## config.mk

```make
export PLATFORM = sky130hd
export DESIGN_NAME = control_sequencer
export DESIGN_NICKNAME = d
export VERILOG_FILES = /design/src/rtl/control_sequencer.sv
export SDC_FILE = /design/constraint.sdc
export NUM_CORES = 1
export LEC_CHECK = 0
export ABC_AREA = 1
export BUFFER_PORTS_ARGS = -buffer_cell sky130_fd_sc_hd__buf_2
export CAP_MARGIN = 20
export CORE_AREA = 2 2 39 41
export CTS_BUF_LIST = sky130_fd_sc_hd__clkbuf_8
export DETAILED_ROUTE_END_ITERATION = 8
export DIE_AREA = 0 0 41 43
export GPL_TIMING_DRIVEN = 0
export PLACE_DENSITY = 0.83
export SETUP_SLACK_MARGIN = 0.5
export SLEW_MARGIN = 20
export SYNTH_ARGS = -nofsm -noshare
export SYNTH_HDL_FRONTEND = slang
export SYNTH_SLANG_ARGS = --single-unit
```

## constraint.sdc

```tcl
create_clock -name clk -period 2.9 [get_ports clk]
set_clock_uncertainty 0.1 [all_clocks]
set_input_delay 0.435 -clock clk [delete_from_list [all_inputs] [get_ports clk]]
set_output_delay 0.435 -clock clk [all_outputs]
set_load 0.01 [all_outputs]
```

## src/rtl/control_sequencer.sv

```systemverilog
// SAP-1 controller-sequencer: T1..T6 one-hot ring plus control-word decode of the current T-state and opcode.
// Optional build macro SEQ_EARLY_RETIRE_EN: return to T1 right after an instruction's last non-idle T-state.
module control_sequencer (
    input  logic       clk,
    input  logic       nclr,
    input  logic [3:0] I_sequencer,
    input  logic       run,
    output logic       Cp,
    output logic       Ep,
    output logic       nLm,
    output logic       nCE,
    output logic       nLi,
    output logic       nEi,
    output logic       nLa,
    output logic       Ea,
    output logic       Su,
    output logic       Eu,
    output logic       nLb,
    output logic       nLo,
    output logic       halt,
    output logic [5:0] T
);

    localparam logic [5:0] T1 = 6'b000001;
    localparam logic [5:0] T2 = 6'b000010;
    localparam logic [5:0] T3 = 6'b000100;
    localparam logic [5:0] T4 = 6'b001000;
    localparam logic [5:0] T5 = 6'b010000;
    localparam logic [5:0] T6 = 6'b100000;

    localparam logic [3:0] OP_LDA = 4'b0000;
    localparam logic [3:0] OP_ADD = 4'b0001;
    localparam logic [3:0] OP_SUB = 4'b0010;
    localparam logic [3:0] OP_OUT = 4'b1110;
    localparam logic [3:0] OP_HLT = 4'b1111;

    logic [5:0] t_reg;
    logic [5:0] t_next;
    logic       halt_reg;
    logic       halt_next;

    logic is_lda;
    logic is_add;
    logic is_sub;
    logic is_out;
    logic is_hlt;
    logic t_legal;
    logic retire;

    assign is_lda = (I_sequencer == OP_LDA);
    assign is_add = (I_sequencer == OP_ADD);
    assign is_sub = (I_sequencer == OP_SUB);
    assign is_out = (I_sequencer == OP_OUT);
    assign is_hlt = (I_sequencer == OP_HLT);

    // Exactly one bit set; anything else is an upset and restarts the ring at T1.
    assign t_legal = (t_reg != 6'd0) && ((t_reg & (t_reg - 6'd1)) == 6'd0);

`ifdef SEQ_EARLY_RETIRE_EN
    logic is_nop;
    assign is_nop = !(is_lda || is_add || is_sub || is_out || is_hlt);
    assign retire = t_reg[5]
                  | (t_reg[4] & is_lda)
                  | (t_reg[3] & is_out)
                  | (t_reg[2] & is_nop);
`else
    assign retire = t_reg[5];
`endif

    always_comb begin
        t_next    = t_reg;
        halt_next = halt_reg;
        if (halt_reg) begin
            t_next = 6'd0;
        end else if (!t_legal) begin
            t_next = T1;
        end else if (run) begin
            if (t_reg[3] && is_hlt) begin
                halt_next = 1'b1;
                t_next    = 6'd0;
            end else if (retire) begin
                t_next = T1;
            end else begin
                t_next = {t_reg[4:0], 1'b0};
            end
        end
    end

    always_ff @(posedge clk or negedge nclr) begin
        if (!nclr) begin
            t_reg    <= T1;
            halt_reg <= 1'b0;
        end else begin
            t_reg    <= t_next;
            halt_reg <= halt_next;
        end
    end

    assign T    = t_reg;
    assign halt = halt_reg;

    // Strobes are purely combinational; nclr low forces them inactive irrespective of T.
    always_comb begin
        Cp  = 1'b0;
        Ep  = 1'b0;
        nLm = 1'b1;
        nCE = 1'b1;
        nLi = 1'b1;
        nEi = 1'b1;
        nLa = 1'b1;
        Ea  = 1'b0;
        Su  = 1'b0;
        Eu  = 1'b0;
        nLb = 1'b1;
        nLo = 1'b1;
        if (nclr && !halt_reg) begin
            case (t_reg)
                T1: begin
                    Ep  = 1'b1;
                    nLm = 1'b0;
                end
                T2: begin
                    Cp = 1'b1;
                end
                T3: begin
                    nCE = 1'b0;
                    nLi = 1'b0;
                end
                T4: begin
                    if (is_lda || is_add || is_sub) begin
                        nEi = 1'b0;
                        nLm = 1'b0;
                    end else if (is_out) begin
                        Ea  = 1'b1;
                        nLo = 1'b0;
                    end
                end
                T5: begin
                    if (is_lda) begin
                        nCE = 1'b0;
                        nLa = 1'b0;
                    end else if (is_add || is_sub) begin
                        nCE = 1'b0;
                        nLb = 1'b0;
                        Su  = is_sub;
                    end
                end
                T6: begin
                    if (is_add || is_sub) begin
                        Eu  = 1'b1;
                        nLa = 1'b0;
                        Su  = is_sub;
                    end
                end
                default: begin
                end
            endcase
        end
    end

endmodule
```

* Word level (Yosys, flattened, before mapping)
Cells that the tools add are included.
** Storage, ports and cells
- Bits in registers :: 7
- Input port bits :: 7
- Output and inout bits :: 19
- Word-level logic and storage cells :: 70
** Operators by class
- Add/sub/neg operators :: 1
- Equality and inequality tests :: 11
- Muxes and demuxes :: 45
- Bitwise logic cells :: 1
- Reductions and logical operators :: 10
** Operators by type and width (count)
- 1-bit 2-to-1 mux :: 36
- 6-bit 2-to-1 mux :: 5
- 4-bit == test (second input constant) :: 2
- 1-bit one-hot mux with 2 select lines :: 4
- 6-bit AND :: 1
- 6-bit by 1-bit == test with 1-bit output (second input constant) :: 1
- 6-bit by 2-bit == test with 1-bit output (second input constant) :: 1
- 6-bit by 3-bit == test with 1-bit output (second input constant) :: 1
- 6-bit by 4-bit == test with 1-bit output (second input constant) :: 1
- 6-bit by 5-bit == test with 1-bit output (second input constant) :: 1
- 6-bit == test (second input constant) :: 1
- 6-bit logical NOT :: 1
- 6-bit nonzero test :: 1
- 6-bit by 1-bit subtractor with 6-bit output (second input constant) :: 1
- 4-bit by 1-bit == test with 1-bit output (second input constant) :: 1
- 4-bit by 2-bit == test with 1-bit output (second input constant) :: 1
- 4-bit logical NOT :: 1
- 1-bit logical AND :: 3
- 1-bit logical OR :: 3
- 3-bit inequality test (second input constant) :: 1
- 1-bit logical NOT :: 1

* Depth between registers and ports, before layout
- Depth in word-level cells :: 6
- Gate-level depth with buffers :: 9
- Depth with buffers taken out :: 8

* Least setup slack after synthesis
Ideal clock, no wire load.
- Kind :: register to output
- Start :: register halt_reg (netlist: halt)
- End :: output port nLo
- Arrival :: 1261 ps
- Required time :: 2365 ps
- Path slack :: 1104 ps
- Stages on the path, launching flop included :: 7
- Path buffers :: 0
- Cell sequence :: dfrtp_1 > inv_2 > nand2_1 > inv_2 > nand3_1 > nor3_1 > inv_1
** On the way
- Cells in the longest elaborated chain, start to end :: 3
** RTL lines
- start: declaration :: line 39 : logic halt_reg;
- start signal: assignment :: line 95 : halt_reg <= halt_next;
- 1-bit logical NOT :: line 116 : if (nclr && !halt_reg) begin
- 1-bit logical AND :: line 116
- 1-bit 2-to-1 mux :: line 116
- end: declaration :: line 19 : output logic nLo,
Every way passes these cells.

* Worst setup path in the final report
- Start :: register t_reg[1] (netlist: T[1])
- End :: output port nLb
** On the way
- Cells in the longest elaborated chain, start to end :: 3
** RTL lines
- start: declaration :: line 37 : logic [5:0] t_reg;
- start signal: assignment :: line 94 : t_reg <= t_next;
- 6-bit by 5-bit == test with 1-bit output :: line 117 : case (t_reg)
- 1-bit 2-to-1 mux :: line 117
- 1-bit 2-to-1 mux :: line 116
- end: declaration :: line 18 : output logic nLb,
Every way passes these cells.

==> flow_summary_export.csv <==
group,metric,value,unit
status,status,"finished clean",
logic_synthesis,ys_ff_latch,7,
worst_setup_path,ff2ff_path_depth,8,
grt,antenna_found_initial,0,
route,drc,0,
timing,fin_worst_hold_slack,77.5,ps
timing,post-route-period-util,74.2,%
logic_synthesis,yosysSeqAreaShare,25.9,%
cells_and_area,nets,144,
place,hpwl,1410,microns
route,wl_per_cell,11.7,microns
timing,relSlewSlack,74.5,%
hold_path,hp-class,"in -> async",
timing,setup_viol,0,
floorplanning,rows,14,
cells_and_area,seqCellArea,176,sq um
timing,drv_slew,0,
cells_and_area,antenna_cells,0,
worst_setup_path,crit_cells,6,
clock_network,cts-buffers-inserted,3,
power_and_ir_drop,power.leakage,0.463,nW
power_and_ir_drop,vdd_drop_max,0.367,mV
route,drt_iter0_markers,19,
place,place_ws,928,ps
floorplanning,die_y,43,microns
worst_setup_path,worstSetupPathType,"reg -> out",
clock_network,h-tree-depth,1,
logic_synthesis,synth_area,681,sq um
cells_and_area,layout-drive-gt1-share,36.8,%
clock_network,clk_latency,220,ps
worst_setup_path,critical_path_buf_inv_count,1,
route,firstDrtPassIters,4,
timing,fmax,465,MHz
cells_and_area,fill_cells,134,
worst_setup_path,critical_path.top_delay_family,"simple AND/OR/NAND/NOR gates",
grt,grt_pass1_wl,2840,microns
timing,fin_setup_tns,0,ps
timing,worst_slew_pin_slew,381,ps
worst_setup_path,cp_slowest_cell,"dfrtp_1",
power_and_ir_drop,p_sw,0.0452,mW
timing,post-route-min-period,2150,ps
power_and_ir_drop,combinationalPowerShare,5.6,%
grt,grt_start_max_net_pins,11,
worst_setup_path,crit_arrival,1620,ps
worst_setup_path,start_kind,"register",
route,dr_wl_met3,107,microns
clock_network,cts.reportedPaths.clkPinSlew,40,ps
cells_and_area,final_common_cell,"buf_2",
worst_setup_path,crit_required,2370,ps
logic_synthesis,syn_avg_cell_area,6.42,sq um
grt,grt_pass1_vias,724,
worst_setup_path,path_cells,"nor2_1 > nand2_1 > nor2_2 > nand2_1 > or2_1 > buf_2",
worst_setup_path,path_common_cell,"nand2_1",
worst_setup_path,cpPeakStageDelay,410,ps
logic_synthesis,synth_warnings,0,
logic_synthesis,synthCells,106,
worst_setup_path,path_max_fanout,5,
place,port_buffers,25,
route,postRouteAntennaNets,0,
floorplanning,die_w,41,microns
route,highest_layer,"met4",
route,routedLengthMet1,786,microns
power_and_ir_drop,p_int,0.194,mW
floorplanning,start_util,49.2,%
logic_synthesis,synth_nets,113,
floorplanning,ios,26,
cells_and_area,areaGrowthSynthToFinish,29.4,%
cells_and_area,final_util,63.7,%
grt,grt_usage,22.8,%
clock_network,cts_tree,"done",
power_and_ir_drop,netSwitchingFraction,18.9,%
route,wirelength,1770,microns
cells_and_area,final_cell_mix,"buf_2, nand2_1, nor2_1",
cells_and_area,multi_input_area,433,sq um
route,viasPerCell,5.26,
clock_network,cts.sinks,7,
power_and_ir_drop,total_power,0.240,mW
timing,finalHoldViolCount,0,
power_and_ir_drop,p_seq_share,41.0,%
logic_synthesis,yosysUniqueCellTypes,24,
power_and_ir_drop,power_density,272,nW/um^2
clock_network,cts_root_buf,"clkbuf_8",
cells_and_area,largest_register_ffs,6,
clock_network,cts_setup_buffers,0,
grt,grt_overflow,0,
timing,rsz0062_at_grt,"false",
timing,fin_ws,748,ps
worst_setup_path,end_kind,"output pin",
power_and_ir_drop,pwr-share-clk,53.4,%
floorplanning,die_area,1760,sq um
place,place_congestion,0.893,
route,vias,799,
floorplanning,core,1380,sq um
route,wl_met2,864,microns
job,maxCapViolCount,0,
clock_network,clk_path_buf_depth,2,
[worst paths after layout]
| kind | from | to | slack (ps) |
|---|---|---|---|
| max in group asynchronous | nclr | T[1] | 1920 |
| worst max register to register | T[0] | T[4] | 1390 |
| min in group clk | halt | T[0] | 380 |
| worst max-delay path | T[1] | nLb | 750 |
| worst min-delay path | nclr | T[0] | 80 |
| worst min register to register | halt | T[0] | 380 |
[synth_stat cells]
master | count | area, sq um
a21oi_1 | 3 | 15.0
nor2_1 | 15 | 56.3
nand3_2 | 1 | 10.0
nor2_4 | 2 | 22.5
o21bai_1 | 1 | 7.51
a22o_1 | 1 | 8.76
nand2_4 | 2 | 22.5
dfstp_2 | 1 | 26.3
dfrtp_1 | 6 | 150
nand3_1 | 9 | 45.0
nand2_2 | 4 | 25.0
inv_1 | 7 | 26.3
or2_1 | 1 | 6.26
nand4_1 | 7 | 43.8
nor2_2 | 2 | 12.5
nor4_1 | 2 | 12.5
a21oi_4 | 1 | 16.3
o22ai_1 | 1 | 6.26
nand2_1 | 24 | 90.1
o31ai_1 | 1 | 7.51
buf_6 | 1 | 11.3
inv_2 | 8 | 30.0
clkinv_1 | 1 | 3.75
nor3_1 | 5 | 25.0
[kinds of logic (layout without fill, tap and decap cells)]
| logic type | Yosys count | count (layout) | share of synthesized area, % |
|---|---|---|---|
| AOI/OAI and AO/OA | 8 | 8 | 9.01 |
| buffers and inverters | 17 | 47 | 10.5 |
| and+or+nand+nor | 74 | 74 | 54.6 |
| DFF | 7 | 7 | 25.9 |
[through the flow]
step | area, sq um | std cells
after floorplan | 681 | 106
after global placement | 826 | 147
after detailed placement | 826 | 147
after CTS | 881 | 152
after global routing | 881 | 152
final | 881 | 152
[power by group through the flow]
stage	Clock (mW)	Combinational, mW	Sequential [mW]
floorplan	0	0.00320	0.0995
global placement	0	0.0113	0.0995
detailed placement	0	0.0119	0.0995
CTS	0.131	0.0133	0.0982
global route	0.138	0.0150	0.0981
finish	0.128	0.0134	0.0982
[layout make-up]
cell class | count | area share, %
buffer | 1 | 1.28
inverter | 16 | 6.82
timing repair buffer | 26 | 15.3
clock inverter | 1 | 0.426
tap | 16 | 2.27
multi-input combinational | 82 | 49.1
sequential | 7 | 20.0
clock buffer | 3 | 4.69
[layer usage]
| layer | vias up | track usage, % |
|---|---|---|
| met5 | - | 0 |
| met4 | 0 | 7.33 |
| met3 | 2 | 1.57 |
| met2 | 34 | 38.1 |
| met1 | 354 | 29.6 |
| li1 | 409 | - |
[repair_timing]
| action | 4_1_cts | 5_1_grt |
|---|---|---|
| resized for setup | 0 | 0 |
| setup endpoints to repair | 0 | 0 |
| hold buffers | 1 | 0 |
| endpoints found under the hold margin | 6 | 0 |
(Power assumes the default switching activity.)
